`src/rtl/rgb2bram_pkg.sv`:
```
// rgb2bram_pkg: frame-buffer geometry and writer state encoding shared by the
// Ethernet line writer and the VGA scan-out stage.
package rgb2bram_pkg;

    localparam int H_PIX    = 320;
    localparam int V_LINES  = 180;
    localparam int FB_DEPTH = H_PIX * V_LINES;
    localparam int ADDR_W   = 20;

    typedef enum logic [2:0] {
        IDLE,
        HDR_HI,
        HDR_LO,
        PIXEL,
        DROP
    } state_t;

endpackage

```
`src/rtl/rgb2bram_packer.sv`:
```
// rgb_packer: collects R,G,B bytes into one 24-bit pixel. The strobe fires
// combinationally on the B byte so the writer can register the BRAM write on
// the same edge. A synchronous clear drops any partial pixel.
module rgb_packer (
    input  logic        clk,
    input  logic        xrst,
    input  logic        clr,
    input  logic        en,
    input  logic [7:0]  data,
    output logic        pix_stb,
    output logic [23:0] pixel
);

    logic [1:0] phase;
    logic [7:0] r_q;
    logic [7:0] g_q;

    // byte phase 0,1,2 = R,G,B; clear wins over a simultaneous byte
    always_ff @(posedge clk or negedge xrst) begin
        if (!xrst) begin
            phase <= 2'd0;
            r_q   <= 8'd0;
            g_q   <= 8'd0;
        end else if (clr) begin
            phase <= 2'd0;
        end else if (en) begin
            case (phase)
                2'd0: begin
                    r_q   <= data;
                    phase <= 2'd1;
                end
                2'd1: begin
                    g_q   <= data;
                    phase <= 2'd2;
                end
                default: phase <= 2'd0;
            endcase
        end
    end

    assign pix_stb = en && (phase == 2'd2);
    assign pixel   = {r_q, g_q, data};

endmodule

```
`src/rtl/rgb2bram.sv`:
```
// rgb2bram: writes one received video line per packet into the RGB frame
// buffer. Packet = 2-byte big-endian line index + H_PIX*3 pixel bytes.
// Optional build macro RGB2BRAM_STATS_EN enables the rejected-packet counter
// on err_cnt; without it err_cnt is tied to zero.
// The line base uses line*256 + line*64, i.e. it assumes H_PIX = 320.
module rgb2bram #(
    parameter int H_PIX   = rgb2bram_pkg::H_PIX,
    parameter int V_LINES = rgb2bram_pkg::V_LINES
) (
    input  logic        clk,
    input  logic        xrst,
    input  logic        in_valid,
    input  logic [7:0]  in_data,
    input  logic        in_sop,
    input  logic        in_eop,
    output logic        ram_we,
    output logic [19:0] ram_addr,
    output logic [23:0] ram_wdata,
    output logic        line_done,
    output logic        frame_done,
    output logic [15:0] err_cnt
);

    import rgb2bram_pkg::*;

    state_t              state;
    logic [7:0]          line_hi;
    logic [15:0]         line;
    logic [15:0]         line_nxt;
    logic [8:0]          x;
    logic [ADDR_W-1:0]   base;
    logic                done_pend;
    logic                pk_en;
    logic                pk_clr;
    logic                pix_stb;
    logic [23:0]         pixel;
    logic                last_pix;
    logic                err_ev;

    rgb_packer u_packer (
        .clk     (clk),
        .xrst    (xrst),
        .clr     (pk_clr),
        .en      (pk_en),
        .data    (in_data),
        .pix_stb (pix_stb),
        .pixel   (pixel)
    );

    // packer control and rejected-packet detection for the current byte
    always_comb begin
        line_nxt = {line_hi, in_data};
        last_pix = (x == 9'(H_PIX - 1));
        pk_en    = in_valid && (state == PIXEL) && !in_sop;
        pk_clr   = in_valid && ((state == HDR_LO) ||
                                ((state == PIXEL) && (in_sop || in_eop)));
        err_ev   = 1'b0;
        case (state)
            IDLE:   err_ev = in_valid && in_sop && in_eop;
            HDR_HI: err_ev = in_valid && (in_sop || in_eop);
            HDR_LO: err_ev = in_valid && (in_sop || in_eop ||
                                          (line_nxt >= 16'(V_LINES)));
            PIXEL:  err_ev = in_valid && (in_sop ||
                                          (in_eop && !(pix_stb && last_pix)));
            DROP:   err_ev = in_valid && in_sop;
            default: err_ev = 1'b0;
        endcase
    end

    // packet state machine with registered BRAM write and completion strobes
    always_ff @(posedge clk or negedge xrst) begin
        if (!xrst) begin
            state      <= IDLE;
            line_hi    <= 8'd0;
            line       <= 16'd0;
            x          <= 9'd0;
            base       <= '0;
            done_pend  <= 1'b0;
            ram_we     <= 1'b0;
            ram_addr   <= 20'd0;
            ram_wdata  <= 24'd0;
            line_done  <= 1'b0;
            frame_done <= 1'b0;
        end else begin
            ram_we     <= 1'b0;
            line_done  <= 1'b0;
            frame_done <= 1'b0;
            if (in_valid) begin
                // an unexpected sop aborts and starts a fresh header
                if (in_sop && (state != IDLE)) begin
                    done_pend <= 1'b0;
                    line_hi   <= in_data;
                    state     <= in_eop ? IDLE : HDR_LO;
                end else begin
                    case (state)
                        IDLE: begin
                            if (in_sop && !in_eop) begin
                                line_hi <= in_data;
                                state   <= HDR_LO;
                            end
                        end
                        HDR_HI: begin
                            if (in_eop) begin
                                state <= IDLE;
                            end else begin
                                line_hi <= in_data;
                                state   <= HDR_LO;
                            end
                        end
                        HDR_LO: begin
                            if (in_eop) begin
                                state <= IDLE;
                            end else if (err_ev) begin
                                done_pend <= 1'b0;
                                state     <= DROP;
                            end else begin
                                line  <= line_nxt;
                                base  <= (ADDR_W'(line_nxt) << 8) + (ADDR_W'(line_nxt) << 6);
                                x     <= 9'd0;
                                state <= PIXEL;
                            end
                        end
                        PIXEL: begin
                            if (pix_stb) begin
                                ram_we    <= 1'b1;
                                ram_addr  <= base + ADDR_W'(x);
                                ram_wdata <= pixel;
                                if (last_pix) begin
                                    if (in_eop) begin
                                        line_done  <= 1'b1;
                                        frame_done <= (line == 16'(V_LINES - 1));
                                        state      <= IDLE;
                                    end else begin
                                        done_pend <= 1'b1;
                                        state     <= DROP;
                                    end
                                end else begin
                                    x <= x + 9'd1;
                                    if (in_eop) begin
                                        state <= IDLE;
                                    end
                                end
                            end else if (in_eop) begin
                                state <= IDLE;
                            end
                        end
                        DROP: begin
                            if (in_eop) begin
                                line_done  <= done_pend;
                                frame_done <= done_pend && (line == 16'(V_LINES - 1));
                                done_pend  <= 1'b0;
                                state      <= IDLE;
                            end
                        end
                        default: state <= IDLE;
                    endcase
                end
            end
        end
    end

`ifdef RGB2BRAM_STATS_EN
    // saturating count of rejected packets
    always_ff @(posedge clk or negedge xrst) begin
        if (!xrst) begin
            err_cnt <= 16'd0;
        end else if (err_ev && (err_cnt != 16'hFFFF)) begin
            err_cnt <= err_cnt + 16'd1;
        end
    end
`else
    assign err_cnt = 16'd0;
`endif

endmodule

```
`config.mk`:
```
export PLATFORM = sky130hd
export DESIGN_NAME = rgb2bram
export DESIGN_NICKNAME = d
export VERILOG_FILES = /design/src/rtl/rgb2bram_pkg.sv /design/src/rtl/rgb2bram_packer.sv /design/src/rtl/rgb2bram.sv
export SDC_FILE = /design/constraint.sdc
export NUM_CORES = 1
export LEC_CHECK = 0
export ABC_AREA = 1
export CORE_ASPECT_RATIO = 1.75
export CORE_MARGIN = 4
export CORE_UTILIZATION = 50
export DETAILED_ROUTE_END_ITERATION = 12
export MAX_ROUTING_LAYER = met4
export PLACE_DENSITY_LB_ADDON = 0.05
export REMOVE_ABC_BUFFERS = 1
export SLEW_MARGIN = 20
export SYNTH_ARGS = -nofsm -noshare
export SYNTH_HDL_FRONTEND = slang
export SYNTH_HIERARCHICAL = 1
export SYNTH_SLANG_ARGS = --single-unit
export TNS_END_PERCENT = 50
```
`constraint.sdc`:
```
create_clock -name clk -period 3.2 [get_ports clk]
set_input_delay 0.64 -clock clk [delete_from_list [all_inputs] [get_ports clk]]
set_output_delay 0.64 -clock clk [all_outputs]
set_load 0.01 [all_outputs]
```
# --- Yosys cells after proc, flatten, opt, wreduce, memory -nomap -nowiden ---
# Cells that the tools add are included.
# Widths: inputs -> output; s select.
word_totals:
  reg_bits: 122
  inputBits: 13
  out_inout_bits: 63
  wordCells: 128
op_classes:
  n_addsub: 3
  order_cmp: 1
  n_eq_ne: 20
  muxes: 49
  bitwise: 4
  n_reduce_logical: 37
ops:
  columns: ["operator", "count"]
  rows:
  - ["$mux 9", 4]
  - ["$mux 3", 8]
  - ["$mux 8", 3]
  - ["$mux 1", 23]
  - ["$add 20x20->20", 1]
  - ["$add 20x9->20", 1]
  - ["$pmux 9 s2", 1]
  - ["$eq 16x8->1 const B", 1]
  - ["$ge 16x8->1 const B", 1]
  - ["$pmux 8 s2", 1]
  - ["$logic_and 1x1->1", 15]
  - ["$ne 3x2->1 const B", 5]
  - ["$pmux 3 s5", 1]
  - ["$add 9x1->9 const B", 1]
  - ["$eq 9x9->1 const B", 1]
  - ["$ne 3x3->1 const B", 3]
  - ["$ne 2x2->1 const B", 4]
  - ["$reduce_and 4->1", 2]
  - ["$reduce_and 8->1", 1]
  - ["$reduce_and 7->1", 1]
  - ["$eq 3x2->1 const B", 2]
  - ["$mux 2", 3]
  - ["$reduce_and 3->1", 2]
  - ["$reduce_bool 3->1", 2]
  - ["other kinds (17)", 27]

# --- Longest topological paths before layout ---
# Gate-level depths: netlist of the first run.
depth:
  word_depth: 14
  ltp_mapped: 21

# --- Cells and area by module ---
# Netlist of the first run, hierarchy kept.
by_module_without_submodules:
  columns: ["mod", "instances", "cells_each", "area_per_inst_um2", "seq_area_each_um2"]
  rows:
  - ["rgb2bram", 1, 596, 5022.3, 2402.3]
  - ["rgb_packer", 1, 87, 835.8, 450.4]

# --- Least setup slack after synthesis of the first run ---
# OpenSTA, ideal clock, no wires.
synth_timing:
  path_type: "input-to-reg"
  from: "in in_sop"
  to: "reg x[8]"
  setup_ps: 118
  arrival_time_ps: 2257
  required_time_ps: 3082
  setup_slack_ps: 825
  path_stages: 19
  path_buffers: 1
  path_cell_list: "nor2_1 > inv_1 > nor2_1 > inv_2 > nor3_1 > inv_1 > nor2_2 > nand3_2 > nand2_1 > nand3_1 > nand2_1 > nand2_1 > inv_2 > nand2_1 > nand2_2 > nand2_4 > buf_6 > nand2_1 > o21ai_2"
synth_via:
  elab_chain_cells: 11
synth_rtl:
  columns: ["element", "line", "source"]
  rows:
  - ["from (decl)", "rgb2bram.sv:14", "input logic in_sop,"]
  - ["$logic_not 1->1 *", "rgb2bram.sv:54", "pk_en = in_valid && (state == PIXEL) && !in_sop;"]
  - ["$logic_and 1x1->1 *", "rgb2bram.sv:54", null]
  - ["via pk_en", "rgb2bram.sv:33", "logic pk_en;"]
  - ["$logic_and 1x1->1 *", "rgb2bram_packer.sv:41", "assign pix_stb = en && (phase == 2'd2);"]
  - ["via pix_stb", "rgb2bram.sv:35", "logic pix_stb;"]
  - ["$logic_and 1x1->1", "rgb2bram.sv:64", "(in_eop && !(pix_stb && last_pix)));"]
  - ["$logic_not 1->1", "rgb2bram.sv:64", null]
  - ["$logic_and 1x1->1", "rgb2bram.sv:64", null]
  - ["$logic_or 1x1->1", "rgb2bram.sv:63", "PIXEL: err_ev = in_valid && (in_sop ||"]
  - ["$logic_and 1x1->1", "rgb2bram.sv:63", null]
  - ["$pmux 1 s5", "rgb2bram.sv:58", "case (state)"]
  - ["$ne 2x2->1 (no line)", null, null]
  - ["$reduce_and 7->1 (no line) *", null, null]
  - ["to (signal assigned)", "rgb2bram.sv:138", "x <= x + 9'd1;"]
  - ["to (decl)", "rgb2bram.sv:30", "logic [8:0] x;"]
# Mark *: on every way through the listed nets, which the timed path passes. The rest lies on a longest branch.
# A chain may end at the register's enable or synchronous reset.

# --- Final worst setup path of the first run ---
layout_timing:
  from: "in in_sop"
  to: "reg line[6]"
layout_via:
  elab_chain_cells: 11
layout_rtl:
  columns: ["element", "line", "source"]
  rows:
  - ["$logic_not 1->1", "rgb2bram.sv:54", null]
  - ["$logic_and 1x1->1", "rgb2bram.sv:54", null]
  - ["via pk_en", "rgb2bram.sv:33", null]
  - ["$logic_and 1x1->1", "rgb2bram_packer.sv:41", null]
  - ["via pix_stb", "rgb2bram.sv:35", null]
  - ["$logic_and 1x1->1", "rgb2bram.sv:64", null]
  - ["$logic_not 1->1", "rgb2bram.sv:64", null]
  - ["$logic_and 1x1->1", "rgb2bram.sv:64", null]
  - ["$logic_or 1x1->1", "rgb2bram.sv:63", null]
  - ["$logic_and 1x1->1", "rgb2bram.sv:63", null]
  - ["$pmux 1 s5", "rgb2bram.sv:58", null]
  - ["$not 1->1 (no line)", null, null]
  - ["$reduce_and 5->1 (no line)", null, null]
  - ["to (signal assigned)", "rgb2bram.sv:117", "line <= line_nxt;"]
  - ["to (decl)", "rgb2bram.sv:28", "logic [15:0] line;"]
# The timed path passes the listed nets, and every way through them passes these cells.

==> out/metrics.yaml, run 1 <==
run_status:
  status: "finished clean"
pwr:
  p_seq_share_pct: 38.5
  comb_power_share_pct: 24.8
  p_sw_uw: 1650
  totalPowerFinal_uw: 5070
  clkPwrFrac_pct: 36.7
  p_leak_uw: 0.00358
  switching_share_pct: 32.5
  cellInternalPower_uw: 3420
  peakVddDrop_mv: 0.538
  p_per_area_nw_per_um2: 714
placement:
  portBuffers: 59
  gp_routability_congestion: 0.867
  dp.final_hpwl_mm: 9.93
  dp_cells: 866
setup_path:
  startpoint_type: "input pin"
  crit_family: "simple AND/OR/NAND/NOR gates"
  path_buf_inv: 5
  path_cells: "clkdlybuf4s50_1 -> nor2_1 -> inv_1 -> nor2_1 -> inv_2 -> nor3_1 -> inv_1 -> nor2_2 -> nand3_2 -> nand2_1 -> nand3_1 -> nand2_1 -> nand4_2 -> inv_2 -> nand2_4 -> nor2_1 -> a21oi_2"
  cp_num_cells: 17
  cp.required_ns: 3.48
  r2r_cells: 18
  crit_top_cell: "nor2_1"
  crit_start: "in_sop"
  regToRegEndpoint: "line[6]$_DFFE_PN0P_"
  cpMaxStageDelayCell: "clkdlybuf4s50_1"
  reg2reg_slack_ns: 0.48
  cpPeakStageDelay_ns: 0.46
  cp-endpoint: "line[6]$_DFFE_PN0P_"
  critPathArrivalTime_ns: 3.00
  path_class: "in -> reg"
  path_max_fanout: 42
  cp-end-kind: "register"
  timing.rr.start: "state[2]$_DFFE_PN0P_"
yosys:
  synth_area_um2: 5860
  ys_async_sr_fraction_pct: 100
  avgSynthCellArea_um2: 8.58
  synth_top_area_share_pct: 48.7
  synth_warnings: 6
  synthCells: 683
  synth_area_leaders: "dfrtp_1 (49%), nand2_1 (14%), nand3_1 (4.0%), inv_1 (3.6%), buf_4 (3.2%)"
  synth.distinct_cells: 42
  synth_top_cell_by_area: "dfrtp_1"
  synth_edf_count: 0
  synth-seq-cells: 114
  yosysSeqAreaShare_pct: 48.7
  ys.flop_type: "dfrtp_1"
floorplan:
  io_pins: 76
  rows: 52
  coreArea_um2: 11500
  die_area_um2: 13600
  fp.dieH_um: 151
  dieWidth_um: 89.8
  initial_core_util_pct: 50.9
routing:
  postRouteAntennaNets: 0
  drt_iter0_drc: 158
  drc: 0
  num_vias: 4544
  drt_pass1_iterations: 4
  post_drt_wl_per_cell_um: 14.9
  wl_mm: 13.4
  viasPerCell: 5.07
finish:
  final_util_pct: 61.6
  syn2layout_area_growth_pct: 21.2
  ff_latch_area_um2: 2850
  stdcell_count: 896
  layout-drive-gt1-share_pct: 11.7
  fin_nets: 780
  multi_input_area_um2: 2540
  diodes: 0
  num-fill-cells: 1009
cts:
  cts_tree: "yes"
  hold_buffers: 0
  cts_made_buffers: 17
  post_cts_buffers: 0
  path_clk_slew_ns: 0.05
  cts.sinks: 114
  root_buffer: "clkbuf_16"
  h-tree-depth: 4
  clock_path_buffers: 2
  ctsResizeCount: 0
  clk_latency_ns: 0.41
sta:
  fin_crit_ns: 2.72
  clock.fmax_ghz: 0.367
  min_period_over_period_pct: 85.1
  final_max_slew_viol_count: 0
  finalHoldViolCount: 0
  rsz0062_at_grt: "no"
  tns_ns: 0
  tightest_slew_ns: 0.687
  setup_viol: 0
  fin_worst_skew_ns: 0.0153
  relSlewSlack_pct: 54.0
global_route:
  antenna_found_initial: 0
  grtUsageTotal_pct: 21.8
  grt_overflow: 0
  grt_pass1_wl_mm: 22.7
  grt_max_degree: 60
  grt_pass1_vias: 4660
run:
  maxCapViolations: 0
min_path:
  hp-class: "in -> async"
[kinds of logic after synthesis]
kind of cell / count (synthesis) / share of synthesized area [%]
AOI/OAI and AO/OA: 83 / 8.63
xor gates and xnor gates: 20 / 2.99
adders and majority gates: 17 / 3.89
buffers and inverters: 103 / 8.91
DFF: 114 / 48.7
muxes: 6 / 1.15
other: 1 / 0.0640
and+or+nand+nor: 339 / 25.7
[power by group through the flow]
stage | Combinational, uW | Sequential (uW) | Clock [uW]
2_1_floorplan | 965 | 1900 | 0
3_3_place_gp | 1240 | 1960 | 0
3_5_place_dp | 1260 | 1970 | 0
4_1_cts | 1270 | 1950 | 1900
5_1_grt | 1450 | 1990 | 1970
6_report | 1260 | 1950 | 1860
[routing by layer]
| layer | up-vias | part of all wire (%) | GRT usage [%] |
|---|---|---|---|
| li1 | 2307 | - | - |
| met1 | 2151 | 41 | 24.0 |
| met2 | 64 | 55 | 38.9 |
| met3 | 22 | 2.4 | 4.08 |
| met4 | 0 | 2.4 | 8.83 |
| met5 | - | 0 | - |
[registers in the layout, summed over array words and instances, names as in the netlist]
name	cells
ram_wdata	24
ram_addr	20
line	16
base	12
x	9
line_hi	8
u_packer/g_q	8
u_packer/r_q	8
state	3
u_packer/phase	2
done_pend	1
frame_done	1
line_done	1
ram_we	1
[Yosys cell counts (3+ instances only)]
library cell  instances
o21ai_2              10
o21ai_0              20
nand2_4               4
nand3_1              47
buf_6                 3
clkbuf_1              5
nor4_1                4
xor2_1               14
inv_1                56
buf_2                 6
nor2_8                3
o31ai_1               4
nand4_1               8
nor2_2                6
o2111ai_1             3
nor2_1               27
inv_2                 7
nor3_1                8
a31oi_1               4
o21ai_1              16
nand2_1             224
dfrtp_1             114
xnor2_1               6
a21oi_1              16
ha_1                 15
buf_4                25
mux2_2                6
[final cells by class]
| type | count | share of cell area (%) |
|---|---|---|
| clock buffer | 19 | 6.24 |
| tap | 135 | 2.38 |
| timing repair buffer | 73 | 10.1 |
| clock inverter | 11 | 1.96 |
| sequential | 114 | 40.2 |
| inverter | 63 | 3.33 |
| multi-input combinational | 481 | 35.8 |
[metrics by stage]
stage,area (um^2),hold WS (ns),setup WS [ns]
after global routing,7100,0.275,0.213
after CTS,7100,0.254,0.461
after detailed placement,6520,0.455,0.0472
after floorplan,5630,0.344,0.656
final,7100,0.242,0.477
after global placement,6520,0.449,0.120
[layout by cell type (no fill, tap or decap), types with 7 or more instances in the layout]
cell type and instances:
a21oi_1 16, buf_4 13, clkbuf_16 17, clkdlybuf4s50_1 58, conb_1 16, dfrtp_1 114
ha_1 15, inv_1 56, inv_2 7, nand2_1 224, nand3_1 47, nand4_1 8
nor2_1 27, nor3_1 8, o21ai_0 20, o21ai_1 16, o21ai_2 10, xor2_1 14
[how the worst min path moves through the flow]
| stage | end | slack [ns] | cells after the start | from |
|---|---|---|---|---|
| finish | ram_addr[8]$_DFFE_PN0P_ | 0.24 | 1 | xrst |
| CTS | ram_addr[7]$_DFFE_PN0P_ | 0.25 | 1 | xrst |
| global route | ram_addr[11]$_DFFE_PN0P_ | 0.27 | 1 | xrst |
| global placement | line[8]$_DFFE_PN0P_ | 0.45 | 2 | line[8]$_DFFE_PN0P_ |
| floorplan | base[10]$_DFFE_PN0P_ | 0.34 | 0 | xrst |
| detailed placement | ram_wdata[14]$_DFFE_PN0P_ | 0.46 | 2 | u_packer/g_q[6]$_DFFE_PN0P_ |
No activity file was read; power rests on OpenSTA's default activity.
==> run 2: changes to the inputs <==
==> constraint.sdc (replaced) <==
create_clock -name clk -period 3.2 [get_ports clk]
set_input_delay 0.64 -clock clk [delete_from_list [all_inputs] [get_ports clk]]
set_output_delay 0.64 -clock clk [all_outputs]
set_load 0.05 [all_outputs]
==> results of run 2 <==
Same layout as run 1 (identical final DEF). Status: finished clean.
Among the figures that moved: total power 5070 uW -> 5120 uW
==> run 3: changes to the inputs <==
--- a/config.mk
+++ b/config.mk
@@ -6,12 +6,13 @@
 export NUM_CORES = 1
 export LEC_CHECK = 0
 export ABC_AREA = 1
+export CAP_MARGIN = 10
 export CORE_ASPECT_RATIO = 1.75
 export CORE_MARGIN = 4
 export CORE_UTILIZATION = 50
 export DETAILED_ROUTE_END_ITERATION = 12
 export MAX_ROUTING_LAYER = met4
-export PLACE_DENSITY_LB_ADDON = 0.05
+export PLACE_DENSITY = 0.73
 export REMOVE_ABC_BUFFERS = 1
 export SLEW_MARGIN = 20
 export SYNTH_ARGS = -nofsm -noshare
==> run 3 against run 2 <==
Count of clock-buffer cells in the layout increased by 1; critical path depth increased by 1; cell count unchanged; largest power group unchanged; highest routed layer unchanged.
==> out/metrics.yaml, run 3 (same netlist as run 1, synthesis figures left out) <==
run_status:
  status: "finished clean"
pwr:
  p_per_area_nw_per_um2: 720
  p_seq_share_pct: 38.2
  peakVddDrop_mv: 0.432  # -20%
  clkPwrFrac_pct: 35.2
  p_leak_uw: 0.00357  # -0.29%
  switching_share_pct: 33.9
  cellInternalPower_uw: 3370
  comb_power_share_pct: 26.5
  p_sw_uw: 1730
finish:
  top_regs: "ram_wdata: 24 flops, ram_addr: 20 flops, line: 16 flops"
  layout-drive-gt1-share_pct: 11.7  # unchanged
  layout_commonest_cell: "nand2_1"
  diodes: 0  # unchanged
  top_register: "ram_wdata"
  largest_reg_flops: 24  # unchanged
  layout_common_cells: "nand2_1 (224), dfrtp_1 (114), clkdlybuf4s50_1 (58)"
  fin_nets: 780  # unchanged
  syn2layout_area_growth_pct: 20.9
routing:
  num_vias: 4684  # +3.1%
  drt_pass1_iterations: 4  # unchanged
  drt_iter0_drc: 211  # +34%
  drc: 0  # unchanged
  wl_mm: 13.8  # +2.9%
  viasPerCell: 5.23  # +3.1%
  postRouteAntennaNets: 0  # unchanged
  post_drt_wl_per_cell_um: 15.3  # +2.9%
placement:
  gp_routability_congestion: 0.897  # +3.4%
  portBuffers: 59  # unchanged
  dp.final_hpwl_mm: 10.1  # +2.0%
setup_path:
  timing.rr.start: "state[2]$_DFFE_PN0P_"
  path_class: "reg -> reg"
  critPathArrivalTime_ns: 3.11  # +0.11 ns
  r2r_cells: 18  # unchanged
  reg2reg_slack_ns: 0.36  # -0.11 ns
  cp.required_ns: 3.47  # about the same
  startpoint_type: "register"
  cp-end-kind: "register"
  regToRegEndpoint: "line[6]$_DFFE_PN0P_"
  path_max_fanout: 42  # unchanged
global_route:
  use_met2_pct: 40.0  # +1.1 points
  grtUsageTotal_pct: 21.7  # -0.028 points
  top_usage_layer: "met2"
  use_met3_pct: 3.78  # -0.30 points
  grt_pass1_vias: 4784  # +2.7%
  grt_max_degree: 67  # +12%
  antenna_found_initial: 0  # unchanged
  grt_overflow: 0  # unchanged
  grt_pass1_wl_mm: 22.5  # -1.1%
  met1_usage_pct: 22.2  # -1.8 points
sta:
  setup_viol: 0  # unchanged
  relSlewSlack_pct: 43.9  # -10 points
  fin_worst_skew_ns: 0.00716  # -0.00815 ns
  tns_ns: 0  # unchanged
  fin_crit_ns: 2.84  # +0.113 ns
  hold_ws_ns: 0.341  # +0.0986 ns
  finalHoldViolCount: 0  # unchanged
  min_period_over_period_pct: 88.6  # +3.5 points
  rsz0062_at_grt: "no"
  final_max_slew_viol_count: 0  # unchanged
  clock.fmax_ghz: 0.353  # -4.0%
  tightest_slew_ns: 0.841  # +0.154 ns
cts:
  clock_path_buffers: 2  # unchanged
  ctsResizeCount: 0  # unchanged
  clk_latency_ns: 0.40  # about the same
  hold_buffers: 0  # unchanged
  path_clk_slew_ns: 0.05  # about the same
  h-tree-depth: 4  # unchanged
  root_buffer: "clkbuf_16"
  cts_made_buffers: 17  # unchanged
  post_cts_buffers: 0  # unchanged
  cts.sinks: 114  # unchanged
  cts_tree: "yes"
run:
  maxCapViolations: 0  # unchanged
floorplan:
  rows: 52  # unchanged
  initial_core_util_pct: 50.9  # unchanged
  io_pins: 76  # unchanged
  coreArea_um2: 11500  # unchanged
  die_area_um2: 13600  # unchanged
  fp.dieH_um: 151  # unchanged
  dieWidth_um: 89.8  # unchanged
min_path:
  hp-class: "in -> async"
-- run 3: changes by cell type in the layout (fill, tap and decap cells not counted), sizes merged --
cell      delta
bufinv       -1
clkbuf       +1
clkinv       -1
clkinvlp     +1
-- run 3: through the flow --
| step | total power [uW] | setup slack [ns] | instance area [um^2] | util [%] | instances |
|---|---|---|---|---|---|
| 4_1_cts | 5140 | 0.396 | 7080 | 61.5 | 896 |
| 5_1_grt | 5400 | 0.125 | 7080 | 61.5 | 896 |
| 3_3_place_gp | 3290 | 0.124 | 6520 | 56.6 | 866 |
| 6_report | 5100 | 0.364 | 7080 | 61.5 | 896 |
| 3_5_place_dp | 3320 | 0.0362 | 6520 | 56.6 | 866 |
| 2_1_floorplan | 2920 | 0.656 | 5630 | - | 658 |
-- run 3: worst max path at each step --
stage                         startpoint                  endpoint
floorplan                         in_sop  ram_addr[14]$_DFFE_PN0P_
detailed placement                in_sop       line[6]$_DFFE_PN0P_
finish              state[2]$_DFFE_PN0P_       line[6]$_DFFE_PN0P_
global route        state[2]$_DFFE_PN0P_       line[6]$_DFFE_PN0P_
global placement                  in_sop       line[6]$_DFFE_PN0P_
CTS                 state[2]$_DFFE_PN0P_       line[6]$_DFFE_PN0P_
-- run 3: critical path, stage by stage, from the launching register on --
cell,delay (ns)
dfrtp_1,0.47
inv_2,0.15
nand3_2,0.13
nor2_1,0.15
inv_1,0.07
nor2_1,0.14
inv_2,0.09
nor3_1,0.17
inv_1,0.11
nor2_2,0.15
nand3_2,0.10
nand2_1,0.08
nand3_1,0.08
nand2_1,0.10
nand4_2,0.11
inv_2,0.11
nand2_4,0.24
nor2_1,0.22
a21oi_2,0.04
-- run 3: power groups by stage --
stage | Sequential, uW | Clock [uW] | Combinational [uW]
2_1_floorplan | 1920 | 0 | 997
3_3_place_gp | 1960 | 0 | 1330
3_5_place_dp | 1960 | 0 | 1350
4_1_cts | 1950 | 1830 | 1360
5_1_grt | 1980 | 1900 | 1520
6_report | 1950 | 1800 | 1350
-- run 3: layer usage --
layer,up-vias,part of all wire [%]
li1,2302,-
met1,2243,37
met2,105,56
met3,34,2.9
met4,0,3.8
met5,-,0
-- run 3: cell type report --
cell class,instances,area (um^2)
Multi-Input combinational cell,481,2540
Clock inverter,10,111
Clock buffer,20,457
Sequential cell,114,2850
Timing Repair Buffer,73,718
Inverter,63,236
Tap cell,135,169
Fill cell,1000,4430
